`src/rtl/timer_countdown_chain.sv`:
```
// Multi-digit countdown timer: cascaded per-digit-radix down counter plus run-control FSM.
// Optional TIMER_AUTO_RELOAD_EN: final tick reloads the last accepted load value instead of DONE.
module timer_countdown_chain #(
  parameter int unsigned           DIGITS = 4,
  parameter logic [4*DIGITS-1:0]   RADIX  = 16'hAA6A
) (
  input  logic                  clk,
  input  logic                  clr,
  input  logic [4*DIGITS-1:0]   data,
  input  logic                  loadn,
  input  logic                  start,
  input  logic                  stop,
  input  logic                  en,
  output logic [4*DIGITS-1:0]   count,
  output logic [1:0]            state,
  output logic                  zero,
  output logic                  done
);

  typedef enum logic [1:0] {
    StIdle  = 2'b00,
    StRun   = 2'b01,
    StPause = 2'b10,
    StDone  = 2'b11
  } state_e;

  state_e              state_q, state_d;
  logic [4*DIGITS-1:0] count_q, count_d;
  logic                done_q, done_d;
  logic [4*DIGITS-1:0] load_val;
  logic [4*DIGITS-1:0] dec_val;
  logic                load_accept;

  // Per-digit clamp of the load value to radix-1.
  always_comb begin
    load_val = '0;
    for (int i = 0; i < DIGITS; i++) begin
      if (data[4*i +: 4] >= RADIX[4*i +: 4]) begin
        load_val[4*i +: 4] = RADIX[4*i +: 4] - 4'd1;
      end else begin
        load_val[4*i +: 4] = data[4*i +: 4];
      end
    end
  end

  // Borrow ripples upward while the lower digits are all zero.
  always_comb begin
    logic brw;
    brw     = 1'b1;
    dec_val = count_q;
    for (int i = 0; i < DIGITS; i++) begin
      if (brw) begin
        if (count_q[4*i +: 4] == 4'd0) begin
          dec_val[4*i +: 4] = RADIX[4*i +: 4] - 4'd1;
        end else begin
          dec_val[4*i +: 4] = count_q[4*i +: 4] - 4'd1;
        end
      end
      brw = brw & (count_q[4*i +: 4] == 4'd0);
    end
  end

  assign zero        = (count_q == '0);
  assign load_accept = !loadn && (state_q != StRun);

`ifdef TIMER_AUTO_RELOAD_EN
  logic [4*DIGITS-1:0] reload_q, reload_d;

  always_comb begin
    reload_d = reload_q;
    if (load_accept) begin
      reload_d = load_val;
    end
  end

  always_ff @(posedge clk or posedge clr) begin
    if (clr) begin
      reload_q <= '0;
    end else begin
      reload_q <= reload_d;
    end
  end
`endif

  always_comb begin
    state_d = state_q;
    count_d = count_q;
    done_d  = 1'b0;
    unique case (state_q)
      StIdle: begin
        if (load_accept) begin
          count_d = load_val;
        end else if (stop) begin
          count_d = '0;
        end else if (start && !zero) begin
          state_d = StRun;
        end
      end
      StRun: begin
        // Load is ignored here; start has nothing to do, so a tick still proceeds.
        if (stop) begin
          state_d = StPause;
        end else if (en && !zero) begin
          count_d = dec_val;
          if (dec_val == '0) begin
            done_d = 1'b1;
`ifdef TIMER_AUTO_RELOAD_EN
            if (reload_q != '0) begin
              count_d = reload_q;
            end else begin
              state_d = StDone;
            end
`else
            state_d = StDone;
`endif
          end
        end
      end
      StPause: begin
        if (load_accept) begin
          count_d = load_val;
          state_d = StIdle;
        end else if (stop) begin
          count_d = '0;
          state_d = StIdle;
        end else if (start) begin
          state_d = StRun;
        end
      end
      StDone: begin
        count_d = '0;
        if (load_accept) begin
          count_d = load_val;
          state_d = StIdle;
        end else if (stop) begin
          state_d = StIdle;
        end
      end
      default: begin
        state_d = StIdle;
      end
    endcase
  end

  always_ff @(posedge clk or posedge clr) begin
    if (clr) begin
      state_q <= StIdle;
      count_q <= '0;
      done_q  <= 1'b0;
    end else begin
      state_q <= state_d;
      count_q <= count_d;
      done_q  <= done_d;
    end
  end

  assign count = count_q;
  assign state = state_q;
  assign done  = done_q;

endmodule

```
`config.mk`:
```
export PLATFORM = sky130hd
export DESIGN_NAME = timer_countdown_chain
export DESIGN_NICKNAME = d
export VERILOG_FILES = /design/src/rtl/timer_countdown_chain.sv
export SDC_FILE = /design/constraint.sdc
export NUM_CORES = 1
export LEC_CHECK = 0
export BUFFER_PORTS_ARGS = -buffer_cell sky130_fd_sc_hd__buf_2
export CAP_MARGIN = 20
export CORE_MARGIN = 2
export CORE_UTILIZATION = 47
export CTS_CLUSTER_DIAMETER = 30
export DETAILED_ROUTE_END_ITERATION = 6
export HOLD_SLACK_MARGIN = 0.15
export PLACE_DENSITY = 0.75
export SKIP_LAST_GASP = 1
export SLEW_MARGIN = 25
export SYNTH_ARGS = -nofsm -noshare
export SYNTH_HDL_FRONTEND = slang
export SYNTH_SLANG_ARGS = --single-unit
export TNS_END_PERCENT = 1
```
`constraint.sdc`:
```
create_clock -name clk -period 7.5 [get_ports clk]
set_clock_uncertainty 0.1 [all_clocks]
set_input_delay 1.5 -clock clk [delete_from_list [all_inputs] [get_ports clk]]
set_output_delay 1.5 -clock clk [all_outputs]
set_load 0.03 [all_outputs]
```
Word-level counts from Yosys, hierarchy flattened
Cells that the tools add are included.
Widths: inputs -> output; s select.
{ "word_totals": {"register_bits": 19, "inputBits": 22, "out_inout_bits": 20, "elab_cells": 75} }
{ "classes": {"add_sub_neg": 4, "n_lt_le_gt_ge": 4, "eq_ne": 14, "n_mux": 33, "bitwise": 2, "n_reduce_logical": 15} }
{ "ops": {"columns": ["operator", "n"], "rows": [
  ["$mux 16", 5],
  ["$pmux 16 s3", 1],
  ["$mux 4", 11],
  ["$logic_not 16->1", 2],
  ["$mux 2", 11],
  ["$logic_not 4->1", 4],
  ["$sub 4x1->4 const B", 4],
  ["$ge 4x4->1 const B", 3],
  ["$ne 2x2->1 const B", 5],
  ["$ne 3x3->1 const B", 3],
  ["$pmux 2 s4", 1],
  ["$reduce_and 7->1", 1],
  ["$eq 2x2->1 const B", 2],
  ["$ge 4x3->1 const B", 1],
  ["$mux 1", 4],
  ["$ne 4x4->1 const B", 1],
  ["$logic_and 1x1->1", 3],
  ["$ne 3x1->1 const B", 1],
  ["$reduce_and 3->1", 1],
  ["$and 1x1->1", 2],
  ["$eq 2x1->1 const B", 1],
  ["$logic_not 1->1", 2],
  ["$logic_not 2->1", 1],
  ["$ne 2x1->1 const B", 1],
  ["$reduce_or 2->1", 1]
]} }

Longest topological paths before layout
Gate-level depths: netlist of the first run.
{ "depth": {"ltp_word": 9, "mapped_depth": 8, "ltp_nobuf": 5} }

Worst setup path before layout of the first run
Ideal clock, no wire load.
{ "synth_timing": {"kind": "flip-flop to output port", "from": "reg count_q[0], in the netlist count[0]", "to": "out zero", "arrival_time_ps": 2417, "required_time_ps": 5900, "slack_ps": 3483, "path_stages_with_launch": 7, "path_buffers": 3, "path_cell_list": "dfrtp_1 > buf_6 > or4_4 > buf_6 > or2_1 > buf_6 > nor3_1"} }
{ "synth_via": {"elab_chain_len": 1} }
{ "synth_lines": {"columns": ["element", "line_no", "source"], "rows": [
  ["start: declaration", "28", "logic [4*DIGITS-1:0] count_q, count_d;"],
  ["start signal: assignment", "152", "count_q <= count_d;"],
  ["$logic_not 16->1", "63", "assign zero = (count_q == '0);"],
  ["end: declaration", "16", "output logic zero,"]
]} }
Every way passes these cells.

Worst setup path in the final report of the first run
{ "layout_timing": {"from": "reg count_q[6], in the netlist count[6]", "to": "out zero"} }
The elaborated chain is that of the path after synthesis.

==> results.txt, run 1 <==
----------------------------------------------------
[Floorplan]
  Total die area ... 3160 sq um
  Total I/O pin count ... 42
  Die boundary width ... 56.2 microns
  Die span in y ... 56.2 microns
  Core box area ... 2520 sq um
  Initial core utilization ... 0.507
  Site row count ... 18

[Clocking]
  CTS Sinks ... 19
  Post-CTS setup buffers ... 0
  Count of cells resized by post-cts repair ... 0
  CTS buffer count ... 3
  Root buffer cell ... clkbuf_4
  Clock network latency to the later pin of the worst-skew pair ... 300 ps
  CTS tree ... built
  Clock edge transition at the registers on the reported setup and hold paths ... 110 ps
  Buffer depth of the longest clock path ... 2
  CTS Hold Buffers Added ... 0
  Htree depth ... 1

[Route]
  Number of DRC markers after the initial detailed-route iteration ... 70
  Via count of the routed design ... 1385
  Routed WL ... 3450 microns
  Vias per cell ... 6.41
  Remaining antenna violation count after routing ... 0
  TritonRoute pass-1 iters ... 4
  Average wire length per cell after detail routing ... 15.9 microns
  Number of remaining DRC errors ... 0

[Critical path]
  CP peak stage delay ... 740 ps
  Required time of the worst setup path ... 5900 ps
  Worst EP arrival ... 2420 ps
  Kind of end point of the critical path ... primary output
  Largest delay share family, worst path ... simple AND/OR/NAND/NOR gates
  Reg2reg setup slack ... 4840 ps
  Startpoint type of the worst setup path ... register
  Category of the critical setup timing path ... register to primary output
  Maximum fanout along the worst path ... 10
  Critical Path Slowest Stage Cell ... or4_2
  Total buffers and inverters traversed by the critical path ... 1
  Critical Path, Cell by Cell ... or4_2 -> or2_1 -> nor3_1 -> buf_2

[Synthesis]
  Most instantiated library cell after synthesis ... dfrtp_1
  Total of flip-flops plus latches after synthesis ... 19
  Cell taking the most area after synthesis ... dfrtp_1
  Share of synthesized area occupied by flip-flops and latches ... 0.371
  Post-synthesis instance area ... 1280 sq um
  Syn. warnings ... 0
  Count of cell types in the netlist ... 49
  Top FF cell, synth ... dfrtp_1
  Post-synth EDFFs ... 0
  Synthesized netlist net count ... 171
  Most common library cells after synthesis ... dfrtp_1, o21ai_0, nand2_1, nor2_1, a21oi_1
  Synth top area share ... 0.371
  Most area-consuming cells after synthesis ... dfrtp_1, o211ai_1, o21ai_0
  Avg Inst Size Synth ... 8.59 sq um
  Synth async-reset ratio ... 1.00
  Syn Inst Count ... 149

[Layout]
  Fraction of final layout cells with drive strength greater than 1 ... 0.290
  # diodes ... 0
  Final standard cell utilization of the core ... 0.590
  Number of fillers in the final layout ... 244
  Area growth from synthesis to final layout ... 16.2%
  Final std cells w/o fill ... 216
  Area occupied by multi-input gates ... 713 sq um
  Sequential Area ... 475 sq um
  Final layout net count ... 209

[Flow run]
  Max Cap Violations ... 0

[Timing]
  Worst slew margin relative to its limit ... 0.357
  Setup Total Neg Slack ... 0 ps
  Fin crit share ... 0.536
  Final Hold Fails ... 0
  Final Slew Violations ... 0
  Max Clk Rate ... 0.249 GHz
  Tmin final ... 4020 ps
  RSZ-0062 raised after global routing ... false
  Slew at the pin with the worst max-slew slack ... 958 ps
  Final number of setup-violating endpoints ... 0

[GRT]
  Via count of the first global-routing pass ... 1270
  Maximum number of pins on one net before global-route repair ... 20
  Total overflow reported by the global router ... 0
  Global-route met1 utilization ... 0.277
  Global Route met2 Usage ... 0.371
  Global-route wire length before repair ... 5610 microns
  Grt peak-use layer ... met2
  GRT met3 Usage ... 0.0651
  Antenna violations before repair ... 0
  Overall global routing resource usage ... 0.220

[Placed design]
  Total instance count after detailed placement ... 212
  Routability-driven placement congestion ratio ... 0.859
  Half-perimeter wire length of the detailed placement result ... 2510 microns
  Port Buffer Count ... 41

[Worst hold path]
  Worst Hold Class ... register to register

[Pwr]
  Leakage power ... 0.000703 uW
  Worst-case vdd ir drop ... 0.153 mV
  Pwr per Cell Area ... 198 nW/um^2

[Status]
  Result of the run ... finished clean

----------------------------------------------------
-- registers in the layout (all words and copies together) (netlist names) --
register  count
count        16
done          1
state         2
-- cells by family after synthesis --
group,synth area share
buffers and inverters,0.0714
XOR/XNOR,0.00684
AO/OA/AOI/OAI,0.279
AND/OR/NAND/NOR,0.263
multiplexers,0.00880
flip-flops,0.371
-- power by group --
part           switching (uW)  internal, uW  leakage [uW]
clock network            34.6          20.8     0.0000150
registers                16.4           113      0.000251
logic                    72.4          37.3      0.000437
total                     123           171      0.000703
-- final timing paths --
| kind | start | endpoint | depth (start not counted) |
|---|---|---|---|
| max | count[6] | zero | 4 |
| min | count[7] | count[7] | 1 |
| max reg2reg | count[6] | count[9] | 5 |
| min reg2reg | count[7] | count[7] | 1 |
| max in group asynchronous | clr | count[13] | 2 |
| min in group asynchronous | clr | count[3] | 2 |
-- per-stage QoR --
stage	setup slack, ps	hold slack [ps]	instance area, sq um	total power, uW
final	3480	480	1490	295
after global routing	3370	490	1490	310
after CTS	3500	477	1490	294
after detailed placement	3840	462	1460	240
after global placement	3830	451	1460	238
after floorplan	3480	591	1280	213
-- layout make-up --
cell class	instances	share of cell area
sequential	19	0.320
tap	30	0.0252
clock buffer	4	0.0177
inverter	8	0.0202
timing repair buffer	41	0.138
multi-input combinational	114	0.479
-- per-layer routing --
layer  vias to the layer above  wire length [microns]
met4                         0                      0
li1                        646                      -
met2                        69                   1650
met1                       670                   1500
met3                         0                    289
met5                         -                      0
-- cells in the final DEF, fill, tap and decap left out, types with 2 or more instances in the layout --
cell / Yosys / layout
o21ai_0: 11 / 11
and4b_1: 2 / 2
nor4_1: 4 / 4
nand2_1: 10 / 10
clkbuf_4: 0 / 3
nand3_1: 4 / 4
or2_2: 2 / 2
a211oi_1: 2 / 2
a32o_1: 3 / 3
nor2_1: 10 / 10
o22ai_1: 3 / 3
nor2b_1: 3 / 3
a21oi_1: 9 / 9
or4_2: 2 / 2
and3_1: 3 / 3
o41ai_1: 2 / 2
inv_1: 8 / 8
buf_2: 1 / 41
o211ai_1: 8 / 8
dfrtp_1: 19 / 19
nor3_1: 7 / 7
nand2b_1: 3 / 3
-- worst register-to-register path, stage by stage, from the launching register on --
cell and delay (ps):
dfrtp_1 440, or4_2 740, nor3_1 210, a21o_1 370
and2_1 480, o221ai_1 200
Note: power is estimated with default switching activity, not from simulation.
==> inputs of run 2 (changes only) <==
CORE_UTILIZATION = 45   (was 47)
clock period = 3.6 ns   (was 7.5 ns; I/O delays follow)
==> results.txt, run 2 (synthesis gave the netlist of run 1 again) <==
----------------------------------------------------
[Critical path]
  Startpoint type of the worst setup path ... register (unchanged)
  Endpoint of the worst register-to-register path ... count[9] (unchanged)
  Critical Path, Cell by Cell ... or4_2 -> or2_1 -> nor3_1 -> buf_2 (unchanged)
  Start point of the critical path ... count[6] (unchanged)
  Kind of end point of the critical path ... primary output (unchanged)
  Category of the critical setup timing path ... register to primary output (unchanged)
  Required time of the worst setup path ... 2780 ps (was 5900 ps)
  Reg2reg setup slack ... 940 ps (was 4840 ps)
  Critical Path Slowest Stage Cell ... or4_2 (unchanged)
  Worst EP arrival ... 2450 ps (was 2420 ps)
  Maximum fanout along the worst path ... 10 (unchanged)
  Depth of the worst register-to-register path ... 5 (unchanged)
  Worst flop-to-flop path startpoint ... count[6] (unchanged)
  CP peak stage delay ... 740 ps (about the same)
  Termination of the worst setup path ... zero (unchanged)

[Worst hold path]
  Worst Hold Class ... primary input to async pin (was register to register)

[Floorplan]
  Total I/O pin count ... 42 (unchanged)
  Core box area ... 2730 sq um (was 2520 sq um)
  Total die area ... 3290 sq um (was 3160 sq um)
  Initial core utilization ... 0.468 (was 0.507)
  Die span in y ... 57.3 microns (was 56.2 microns)
  Die boundary width ... 57.3 microns (was 56.2 microns)
  Site row count ... 19 (was 18)

[Layout]
  Sequential Area ... 475 sq um (unchanged)
  Most frequent standard cell in the layout excluding fill and tap cells ... buf_2 (unchanged)
  Fraction of final layout cells with drive strength greater than 1 ... 0.303 (was 0.290)
  Area occupied by multi-input gates ... 713 sq um (unchanged)
  Largest register FFs ... 16 (unchanged)
  Area growth from synthesis to final layout ... 17.6% (was 16.2%)
  Number of fillers in the final layout ... 248 (was 244)
  Most frequent cells in the layout ... buf_2, dfrtp_1, o21ai_0 (unchanged)
  # diodes ... 0 (unchanged)
  Final layout net count ... 211 (was 209)
  Final std cells w/o fill ... 219 (was 216)

[Clocking]
  Clock network latency to the later pin of the worst-skew pair ... 310 ps (was 300 ps)
  CTS tree ... built (unchanged)
  CTS Sinks ... 19 (unchanged)
  CTS Hold Buffers Added ... 0 (unchanged)
  Htree depth ... 1 (unchanged)
  Buffer depth of the longest clock path ... 2 (unchanged)
  CTS buffer count ... 3 (unchanged)
  Post-CTS setup buffers ... 0 (unchanged)
  Clock edge transition at the registers on the reported setup and hold paths ... 110 ps (about the same)
  Count of cells resized by post-cts repair ... 0 (unchanged)
  Root buffer cell ... clkbuf_4 (unchanged)

[Placed design]
  Total instance count after detailed placement ... 215 (was 212)
  Pre-CTS setup slack ... 714 ps (was 3840 ps)
  Half-perimeter wire length of the detailed placement result ... 2590 microns (was 2510 microns)
  Port Buffer Count ... 41 (unchanged)
  Routability-driven placement congestion ratio ... 0.875 (was 0.859)

[Pwr]
  Final Power ... 615 uW (was 295 uW)
  Leakage power ... 0.000716 uW (was 0.000703 uW)
  Pwr per Cell Area ... 408 nW/um^2 (was 198 nW/um^2)
  Worst-case vdd ir drop ... 0.271 mV (was 0.153 mV)

[GRT]
  Total overflow reported by the global router ... 0 (unchanged)
  Maximum number of pins on one net before global-route repair ... 20 (unchanged)
  Antenna violations before repair ... 0 (unchanged)
  Via count of the first global-routing pass ... 1207 (was 1270)
  Overall global routing resource usage ... 0.221 (was 0.220)
  Global-route wire length before repair ... 5670 microns (was 5610 microns)

[Flow run]
  Max Cap Violations ... 0 (unchanged)

[Timing]
  Setup Total Neg Slack ... 0 ps (unchanged)
  Slew at the pin with the worst max-slew slack ... 735 ps (was 958 ps)
  Tmin final ... 3270 ps
  Final Slew Violations ... 0 (unchanged)
  Final number of setup-violating endpoints ... 0 (unchanged)
  Fin crit share ... 0.908
  Max Clk Rate ... 0.306 GHz
  RSZ-0062 raised after global routing ... false (unchanged)
  PnR worst setup slack ... 330 ps (was 3480 ps)
  Final Hold Fails ... 0 (unchanged)
  Worst slew margin relative to its limit ... 0.510 (was 0.357)

[Route]
  Remaining antenna violation count after routing ... 0 (unchanged)
  Number of remaining DRC errors ... 0 (unchanged)
  Vias per cell ... 6.25 (was 6.41)
  Number of DRC markers after the initial detailed-route iteration ... 58 (was 70)
  Via count of the routed design ... 1368 (was 1385)
  Average wire length per cell after detail routing ... 15.7 microns (was 15.9 microns)
  Routed WL ... 3430 microns (was 3450 microns)
  TritonRoute pass-1 iters ... 4 (unchanged)

[Status]
  Result of the run ... finished clean (unchanged)

----------------------------------------------------
[run 2: final cells by class]
type | count | share of cell area
clock buffer | 3 | 0.0150
clock inverter | 1 | 0.00333
inverter | 8 | 0.0200
multi-input combinational | 114 | 0.474
sequential | 19 | 0.316
tap | 31 | 0.0258
timing repair buffer | 43 | 0.146
[run 2: worst min-delay path by stage]
| stage | end | slack, ps | depth (start not counted) |
|---|---|---|---|
| 2_1_floorplan | count[0] | 570 | 1 |
| 3_3_place_gp | count[13] | 440 | 1 |
| 3_5_place_dp | count[15] | 450 | 1 |
| 4_1_cts | done | 450 | 2 |
| 5_1_grt | done | 480 | 2 |
| 6_report | count[2] | 410 | 2 |
[run 2: metal layers]
metal  vias up  GRT usage  routed length (microns)
met2        61      0.363                     1650
met5         -          0                        0
li1        646          -                        -
met3         9     0.0227                      231
met1       652      0.305                     1480
met4         0     0.0797                       81
[run 2: where the power goes]
part / internal, uW / switching [uW]
clock: 41.6 / 72.2
combinational: 80.3 / 152
sequential: 235 / 33.1
total: 357 / 257
[run 2: worst max-delay path: cells and delay by family, from the launching register on]
family	cells	cell delay, ps
buffers and inverters	1	260
flip-flops	1	440
AND/OR/NAND/NOR	3	1440
[run 2: through the flow]
step,hold WS [ps],util,cell area [sq um]
after CTS,447,0.551,1510
after global placement,444,0.541,1480
after floorplan,571,-,1280
after detailed placement,454,0.541,1480
final,410,0.551,1510
after global routing,477,0.551,1510
